**src/rtl/mux_arb_2to1.sv**
```systemverilog
// mux_arb_2to1: packet-aware round-robin arbiter for the router's 2:1 output mux.
// Locks one input port from HEAD through TAIL (wormhole), drives the mux's
// one-hot sel, and returns pop strobes to the input buffers gated by oready.
//
// Optional build macro: MUX_ARB_STAT_EN adds per-port completed-packet
// counters (pkt_cnt_0 / pkt_cnt_1, CNTW bits, wrapping).
//
// state   | meaning
// --------+------------------------------------------------------------
// S_IDLE  | no packet in flight; arbitrate between HEAD requests
// S_LOCK0 | port 0 owns the mux until its TAIL is transferred
// S_LOCK1 | port 1 owns the mux until its TAIL is transferred
module mux_arb_2to1 #(
  parameter int TYPEW = 2,
  parameter int SELW  = 5,
  parameter int CNTW  = 16
) (
  input  logic             clk,
  input  logic             rst_,
  input  logic             ivalid_0,
  input  logic [TYPEW-1:0] itype_0,
  input  logic             ivalid_1,
  input  logic [TYPEW-1:0] itype_1,
  input  logic             oready,
  output logic [SELW-1:0]  sel,
  output logic             grant_0,
  output logic             grant_1,
  output logic             olock,
  output logic             proto_err
`ifdef MUX_ARB_STAT_EN
  ,
  output logic [CNTW-1:0]  pkt_cnt_0,
  output logic [CNTW-1:0]  pkt_cnt_1
`endif
);

  localparam logic [TYPEW-1:0] T_NONE = TYPEW'(0);
  localparam logic [TYPEW-1:0] T_HEAD = TYPEW'(1);
  localparam logic [TYPEW-1:0] T_DATA = TYPEW'(2);
  localparam logic [TYPEW-1:0] T_TAIL = TYPEW'(3);

  localparam logic [SELW-1:0] SEL_NONE = '0;
  localparam logic [SELW-1:0] SEL_P0   = SELW'(1);
  localparam logic [SELW-1:0] SEL_P1   = SELW'(2);

  // Elaboration-time guard: sel must hold both port bits, counters need a bit.
  if (SELW < 2 || CNTW < 1 || TYPEW < 2) begin : g_bad_cfg
    $error("mux_arb_2to1: SELW must be >= 2, CNTW >= 1, TYPEW >= 2");
  end

  typedef enum logic [1:0] {
    S_IDLE  = 2'd0,
    S_LOCK0 = 2'd1,
    S_LOCK1 = 2'd2
  } state_t;

  state_t          state_q, state_d;
  logic            ptr_q, ptr_d;      // 0: port 0 wins a tie, 1: port 1 wins
  logic            hdone_q, hdone_d;  // the locking HEAD has been transferred
  logic [SELW-1:0] sel_q, sel_d;
  logic            olock_q, olock_d;

  logic req_0, req_1;
  logic stray_0, stray_1;
  logic xfer_0, xfer_1;
  logic gnt_0, gnt_1;
  logic perr;
  logic tail_0, tail_1;

  assign req_0   = ivalid_0 & (itype_0 == T_HEAD);
  assign req_1   = ivalid_1 & (itype_1 == T_HEAD);
  assign stray_0 = ivalid_0 & ((itype_0 == T_DATA) | (itype_0 == T_TAIL));
  assign stray_1 = ivalid_1 & ((itype_1 == T_DATA) | (itype_1 == T_TAIL));
  assign xfer_0  = ivalid_0 & oready & (itype_0 != T_NONE);
  assign xfer_1  = ivalid_1 & oready & (itype_1 != T_NONE);

  // Next-state, arbitration and combinational grant/error generation.
  // The HEAD that wins arbitration is still at the buffer head when the lock
  // starts, so it is transferred inside LOCKi; only a second HEAD in the
  // same lock is a protocol error.
  always_comb begin
    state_d = state_q;
    ptr_d   = ptr_q;
    hdone_d = hdone_q;
    sel_d   = sel_q;
    gnt_0   = 1'b0;
    gnt_1   = 1'b0;
    perr    = 1'b0;
    tail_0  = 1'b0;
    tail_1  = 1'b0;

    case (state_q)
      S_IDLE: begin
        sel_d = SEL_NONE;
        if (stray_0 || stray_1) begin
          perr = 1'b1;
        end
        if (req_0 && (!req_1 || !ptr_q)) begin
          state_d = S_LOCK0;
          sel_d   = SEL_P0;
          hdone_d = 1'b0;
        end else if (req_1) begin
          state_d = S_LOCK1;
          sel_d   = SEL_P1;
          hdone_d = 1'b0;
        end
      end

      S_LOCK0: begin
        if (xfer_0) begin
          gnt_0 = 1'b1;
          if (itype_0 == T_HEAD) begin
            perr    = hdone_q;
            hdone_d = 1'b1;
          end
          if (itype_0 == T_TAIL) begin
            tail_0  = 1'b1;
            state_d = S_IDLE;
            sel_d   = SEL_NONE;
            ptr_d   = 1'b1;
          end
        end
      end

      S_LOCK1: begin
        if (xfer_1) begin
          gnt_1 = 1'b1;
          if (itype_1 == T_HEAD) begin
            perr    = hdone_q;
            hdone_d = 1'b1;
          end
          if (itype_1 == T_TAIL) begin
            tail_1  = 1'b1;
            state_d = S_IDLE;
            sel_d   = SEL_NONE;
            ptr_d   = 1'b0;
          end
        end
      end

      default: begin
        state_d = S_IDLE;
        sel_d   = SEL_NONE;
      end
    endcase

    // Nothing is popped or flagged while reset is asserted.
    if (!rst_) begin
      gnt_0  = 1'b0;
      gnt_1  = 1'b0;
      perr   = 1'b0;
      tail_0 = 1'b0;
      tail_1 = 1'b0;
    end

    olock_d = (state_d != S_IDLE);
  end

  // State, pointer, sel and lock registers with synchronous active-low reset.
  always_ff @(posedge clk) begin
    if (!rst_) begin
      state_q <= S_IDLE;
      ptr_q   <= 1'b0;
      hdone_q <= 1'b0;
      sel_q   <= SEL_NONE;
      olock_q <= 1'b0;
    end else begin
      state_q <= state_d;
      ptr_q   <= ptr_d;
      hdone_q <= hdone_d;
      sel_q   <= sel_d;
      olock_q <= olock_d;
    end
  end

  assign sel       = sel_q;
  assign olock     = olock_q;
  assign grant_0   = gnt_0;
  assign grant_1   = gnt_1;
  assign proto_err = perr;

`ifdef MUX_ARB_STAT_EN
  logic [CNTW-1:0] cnt_0_q, cnt_0_d;
  logic [CNTW-1:0] cnt_1_q, cnt_1_d;

  // Completed-packet counters step on each transferred TAIL and wrap freely.
  always_comb begin
    cnt_0_d = cnt_0_q;
    cnt_1_d = cnt_1_q;
    if (tail_0) begin
      cnt_0_d = cnt_0_q + CNTW'(1);
    end
    if (tail_1) begin
      cnt_1_d = cnt_1_q + CNTW'(1);
    end
  end

  // Counter registers.
  always_ff @(posedge clk) begin
    if (!rst_) begin
      cnt_0_q <= '0;
      cnt_1_q <= '0;
    end else begin
      cnt_0_q <= cnt_0_d;
      cnt_1_q <= cnt_1_d;
    end
  end

  assign pkt_cnt_0 = cnt_0_q;
  assign pkt_cnt_1 = cnt_1_q;
`else
  logic unused_tail;
  assign unused_tail = tail_0 | tail_1;
`endif

endmodule

```
**config.mk**
```make
export PLATFORM = sky130hd
export DESIGN_NAME = mux_arb_2to1
export DESIGN_NICKNAME = d
export VERILOG_FILES = /design/src/rtl/mux_arb_2to1.sv
export SDC_FILE = /design/constraint.sdc
export NUM_CORES = 1
export LEC_CHECK = 0
export ABC_CLOCK_PERIOD_IN_PS = 1600
export BUFFER_PORTS_ARGS = -buffer_cell sky130_fd_sc_hd__buf_2
export CORE_AREA = 4 4 46 48
export DETAILED_ROUTE_END_ITERATION = 10
export DIE_AREA = 0 0 50 52
export PLACE_DENSITY_LB_ADDON = 0.15
export SYNTH_ARGS = -nofsm -noshare
export SYNTH_HDL_FRONTEND = slang
export SYNTH_SLANG_ARGS = --single-unit
```
**constraint.sdc**
```tcl
create_clock -name clk -period 1.6 [get_ports clk]
set_clock_uncertainty 0.05 [all_clocks]
set_input_delay 0.16 -clock clk [delete_from_list [all_inputs] [get_ports clk]]
set_output_delay 0.16 -clock clk [all_outputs]
set_load 0.02 [all_outputs]
```
# Yosys cells after proc, flatten, opt, wreduce, memory -nomap -nowiden

Index checks and enable logic that the tools add are counted.
W data, S select, Z words.

Mux-type cells: 39
Bitwise logic cells: 10
Reductions and logical operators: 14
Equality and inequality tests: 15

Operators with widths:

| cell                 | count |
|---|---|
| $mux W1              | 22 |
| $mux W5              | 4 |
| $mux W2              | 8 |
| $pmux W5 S3          | 1 |
| $ne A2 B2 Y1 const B | 6 |
| $eq A2 B2 Y1 const B | 5 |
| $and A1 B1 Y1        | 8 |
| $reduce_bool A2 Y1   | 4 |
| $eq A2 B1 Y1 const B | 3 |
| $pmux W1 S3          | 2 |
| $pmux W2 S3          | 1 |
| $reduce_and A6 Y1    | 1 |
| $reduce_and A5 Y1    | 1 |
| $reduce_and A4 Y1    | 1 |
| $ne A3 B3 Y1 const B | 1 |
| $reduce_bool A3 Y1   | 1 |
| $logic_not A1 Y1     | 2 |
| $logic_not A2 Y1     | 1 |
| $logic_or A1 B1 Y1   | 2 |
| $or A1 B1 Y1         | 2 |
| $pmux W1 S2          | 1 |
| $logic_and A1 B1 Y1  | 1 |

Input port bits: 9
Word-level logic and storage cells: 83
Flip-flop bits (word level): 10

# Longest topological paths before layout

Word-level depth: 8
Mapped depth: 7
Mapped depth without buffers: 6

# Least setup slack after synthesis

No wires, ideal clock.

Kind: register -> register
From: reg state_q[0]
To: reg state_q[1]
Setup slack: 86 ps
Clock period less this slack: 1514 ps
Buffers on the path: 1
Required time: 1435 ps
Data arrival time: 1349 ps
Cell stages (with the launch flop): 7
Cells stage by stage: dfxtp_1 > inv_1 > ha_1 > buf_2 > a22o_1 > a21o_1 > and3_1

Cells in the longest elaborated chain, start to end: 2
Elaborated cells between the ends (all ways): 4
Classes of those cells: eq/ne: 2; mux: 1; reduce/logical: 1

RTL lines:

| element                                    | RTL line | RTL |
|---|---|---|
| start, declared                            | 57       | `state_t state_q, state_d;` |
| start signal, assigned                     | 168      | `state_q <= state_d;` |
| $eq A2 B2 Y1, or another cell as far along | 92       | `case (state_q)` |
| $pmux W2 S3 (*)                            | 92       |  |

Mark *: on every way between the ends. The rest lies on a longest branch, timed or not.
A chain may end at the register's enable or synchronous reset.

# Worst setup path after layout

From: reg state_q[0]
To: out proto_err

Cells in the longest elaborated chain, start to end: 3
Elaborated cells between the ends (all ways): 5
Classes of those cells: eq/ne: 2; mux: 2; reduce/logical: 1

RTL lines:

| element                                    | RTL line | RTL |
|---|---|---|
| $eq A2 B2 Y1, or another cell as far along | 92       |  |
| $pmux W1 S3 (*)                            | 92       |  |
| $mux W1 (*)                                | 148      | `if (!rst_) begin` |
| end, declared                              | 29       | `output logic proto_err` |

Marks and branches as above.

==> results.sh <==
export IMPL_power_per_standard_cell_area_nw_per_um2=657.4
export IMPL_synth_flop_cell="sky130_fd_sc_hd__dfxtp_1"
export IMPL_peakVddDrop_uv=471.3
export IMPL_grt_max_degree=8
export IMPL_post_dp_hpwl_um=1044
export IMPL_cts_root_buffer="sky130_fd_sc_hd__clkbuf_4"
export IMPL_yosysTopAreaCell="sky130_fd_sc_hd__dfxtp_1"
export IMPL_vias=585
export IMPL_dieArea_sq_um=2600
export IMPL_synthesis_stage_register_bit_count=7
export IMPL_cts_path_max_buffers=2
export IMPL_clock_buffers_created_by_tritoncts=3
export IMPL_first_global_vias=583
export IMPL_final_net_count=107
export IMPL_total_power_uw=517.4
export IMPL_fin_util_pct=46.08
export IMPL_final_cell_area_sq_um=787.0
export IMPL_synth_edf_count=0
export IMPL_antenna_diode_count=0
export IMPL_dp_area_sq_um=674.4
export IMPL_setup_failing_eps_final=1
export IMPL_first_pass_grt_wire_length_um=2504
export IMPL_routed_wl_um=1423
export IMPL_seq_area_frac_synth_pct=24.89
export IMPL_worst_setup_path_end_kind="output port"
export IMPL_netlist_cell_type_count=33
export IMPL_most_common_cell_in_the_netlist="sky130_fd_sc_hd__dfxtp_1"
export IMPL_holdBufCountCts=0
export IMPL_post_route_cells_drive_above_1_share_pct=40.86
export IMPL_critical_path_class="reg2out"
export IMPL_worst_skew_pair_late_latency_ns=0.26
export IMPL_cts_sinks=7
export IMPL_timing_max_cap_violations=0
export IMPL_rsz0062_at_grt="yes"
export IMPL_drc=0
export IMPL_finalWorstPathRequiredPeriod_ns=1.635
export IMPL_mappedNetlistArea_sq_um=563.0
export IMPL_relative_area_change_from_synthesis_to_final_layout_pct=39.78
export IMPL_post_synth_main_area_contributors="sky130_fd_sc_hd__dfxtp_1 25%, sky130_fd_sc_hd__ha_1 8.9%, sky130_fd_sc_hd__a21oi_1 5.3%"
export IMPL_crit_path_start_kind="flip-flop"
export IMPL_die_height_um=52
export IMPL_worstHoldPathType="in2reg"
export IMPL_violated_checks="negative setup slack"
export IMPL_synth_area_per_cell_sq_um=8.043
export IMPL_worst_endpoint_arrival_ns=1.43
export IMPL_crit_buf_inv=2
export IMPL_worstPathCellList="inv_4 > ha_4 > a22o_1 > a32oi_1 > nor2_1 > buf_4"
export IMPL_rows=15
export IMPL_drt_first_iter_violations=6
export IMPL_timing_critical_path_slowest_stage_cell="sky130_fd_sc_hd__dfxtp_4"
export IMPL_ys_warnings_count=0
export IMPL_fmaxAchievable_ghz=0.6114
export IMPL_port_buffers=14
export IMPL_period_share_pct=102.2
export IMPL_fillcell_total=176
export IMPL_ys_async_sr_fraction_pct=0
export IMPL_avgRoutedWirePerCell_um=12.06
export IMPL_post_synth_inst_count=70
export IMPL_report_final_slew_viol_count=0
export IMPL_setup_slack_ns=-0.03549
export IMPL_worst_path_max_fanout=5
export IMPL_clock_tree_htree_level_count=1
export IMPL_cts_reportedPaths_clkPinSlew_ns=0.06
export IMPL_initial_antenna_violation_count=0
export IMPL_drt_antenna_violating_nets=0
export IMPL_ioPinCount=18
export IMPL_finalHoldViolations=0
export IMPL_placer_congestion=0.7466
export IMPL_first_pass_iters=4
export IMPL_result_of_the_run="complete, but fails checks"
export IMPL_initial_core_utilization_pct=32.97
export IMPL_static_leakage_nw=0.3412
export IMPL_timing_critical_path_max_delay_family="flip-flops"
export IMPL_slowest_delay_ns=0.38
export IMPL_synth_top_area_share_pct=24.89
export IMPL_die_width_um=50
export IMPL_placeable_area_sq_um=1708
export IMPL_tritoncts="built"
export IMPL_via_per_inst=4.958
export IMPL_cp_required_ns=1.39
export IMPL_grt_ovfl_total=0
export IMPL_grt_util_overall_pct=12.80
export IMPL_synth_commonest_cells="7 x sky130_fd_sc_hd__dfxtp_1, 6 x sky130_fd_sc_hd__a21oi_1, 6 x sky130_fd_sc_hd__nand2_1"
-- kinds of logic (layout without fill, tap and decap cells) --
logic type | after synthesis | count (layout) | share of synthesized area [%]
mux | 1 | 1 | 1.778
buf+inv | 10 | 31 | 9.555
simple gates | 24 | 24 | 24.22
other cells | 1 | 3 | 0.6660
flops | 7 | 7 | 24.89
compound gates | 23 | 23 | 30.00
fa+ha+maj | 4 | 4 | 8.889
-- metal layers --
metal	track usage, %	routed length [um]	up-vias
met2	21.09	662	12
met5	0	0	-
met3	6.877	92	0
met4	3.226	0	0
li1	-	-	304
met1	14.31	668	269
-- where the power goes --
| group | total [mW] | internal, mW | leakage, nW | switching, mW |
|---|---|---|---|---|
| combinational | 0.160 | 0.0732 | 0.265 | 0.0871 |
| sequential | 0.191 | 0.183 | 0.0585 | 0.00805 |
| clock | 0.166 | 0.0918 | 0.0177 | 0.0746 |
-- tightest hold or removal path, cell delays in order --
cell and delay, ns:
sky130_fd_sc_hd__buf_2 0.14, sky130_fd_sc_hd__nand2_1 0.07, sky130_fd_sc_hd__mux2i_1 0.05
-- stage by stage --
stage	hold slack (ns)	setup WS (ns)	cells	TNS, ns
after floorplan	0.2555	0.08600	72	0
after global placement	0.3907	0.01020	110	0
after detailed placement	0.3966	0.01326	110	0
after CTS	0.1696	-0.04079	118	-0.04079
after global routing	0.1996	-0.1525	118	-0.1525
final	0.1703	-0.03549	118	-0.03549
-- registers in the layout, summed over array words and instances, names as in the netlist --
name and count:
sel 2, hdone_q 1, olock 1, ptr_q 1, state_q 2
-- placed cells by master, fill, tap and decap left out, types with 2 or more instances in the layout --
master,instances
sky130_fd_sc_hd__a22o_1,3
sky130_fd_sc_hd__clkbuf_4,3
sky130_fd_sc_hd__nor2_1,4
sky130_fd_sc_hd__buf_4,12
sky130_fd_sc_hd__nand2_1,6
sky130_fd_sc_hd__conb_1,3
sky130_fd_sc_hd__nand2b_1,2
sky130_fd_sc_hd__a21oi_1,6
sky130_fd_sc_hd__nor3_1,2
sky130_fd_sc_hd__ha_4,3
sky130_fd_sc_hd__buf_2,12
sky130_fd_sc_hd__o21ai_0,2
sky130_fd_sc_hd__and3b_1,2
sky130_fd_sc_hd__dfxtp_4,2
sky130_fd_sc_hd__inv_4,2
sky130_fd_sc_hd__dfxtp_1,5
sky130_fd_sc_hd__nand4_1,3
-- final timing paths --
kind | start | endpoint | slack (ns) | cells after the start
max | state_q[0] | proto_err | -0.04 | 6
min | rst_ | hdone_q | 0.17 | 3
max reg2reg | state_q[1] | ptr_q | 0.11 | 6
min reg2reg | sel[1] | sel[1] | 0.41 | 2
-- timing repair --
action                                  CTS  global route
endpoints found under the setup margin    3             4
buffers inserted                          4             0
pin swaps                                 2             1
resized for setup                        15             1
-- final cells by class --
class / count / area [sq um] / share of cell area, %
clock buffer: 3 / 22.52 / 2.862
tap: 25 / 31.28 / 3.975
sequential: 7 / 147.6 / 18.76
timing repair buffer: 24 / 150.1 / 19.08
clock inverter: 1 / 5.005 / 0.6359
inverter: 3 / 16.27 / 2.067
multi-input combinational: 55 / 414.1 / 52.62
No activity file was read; power rests on OpenSTA's default activity.
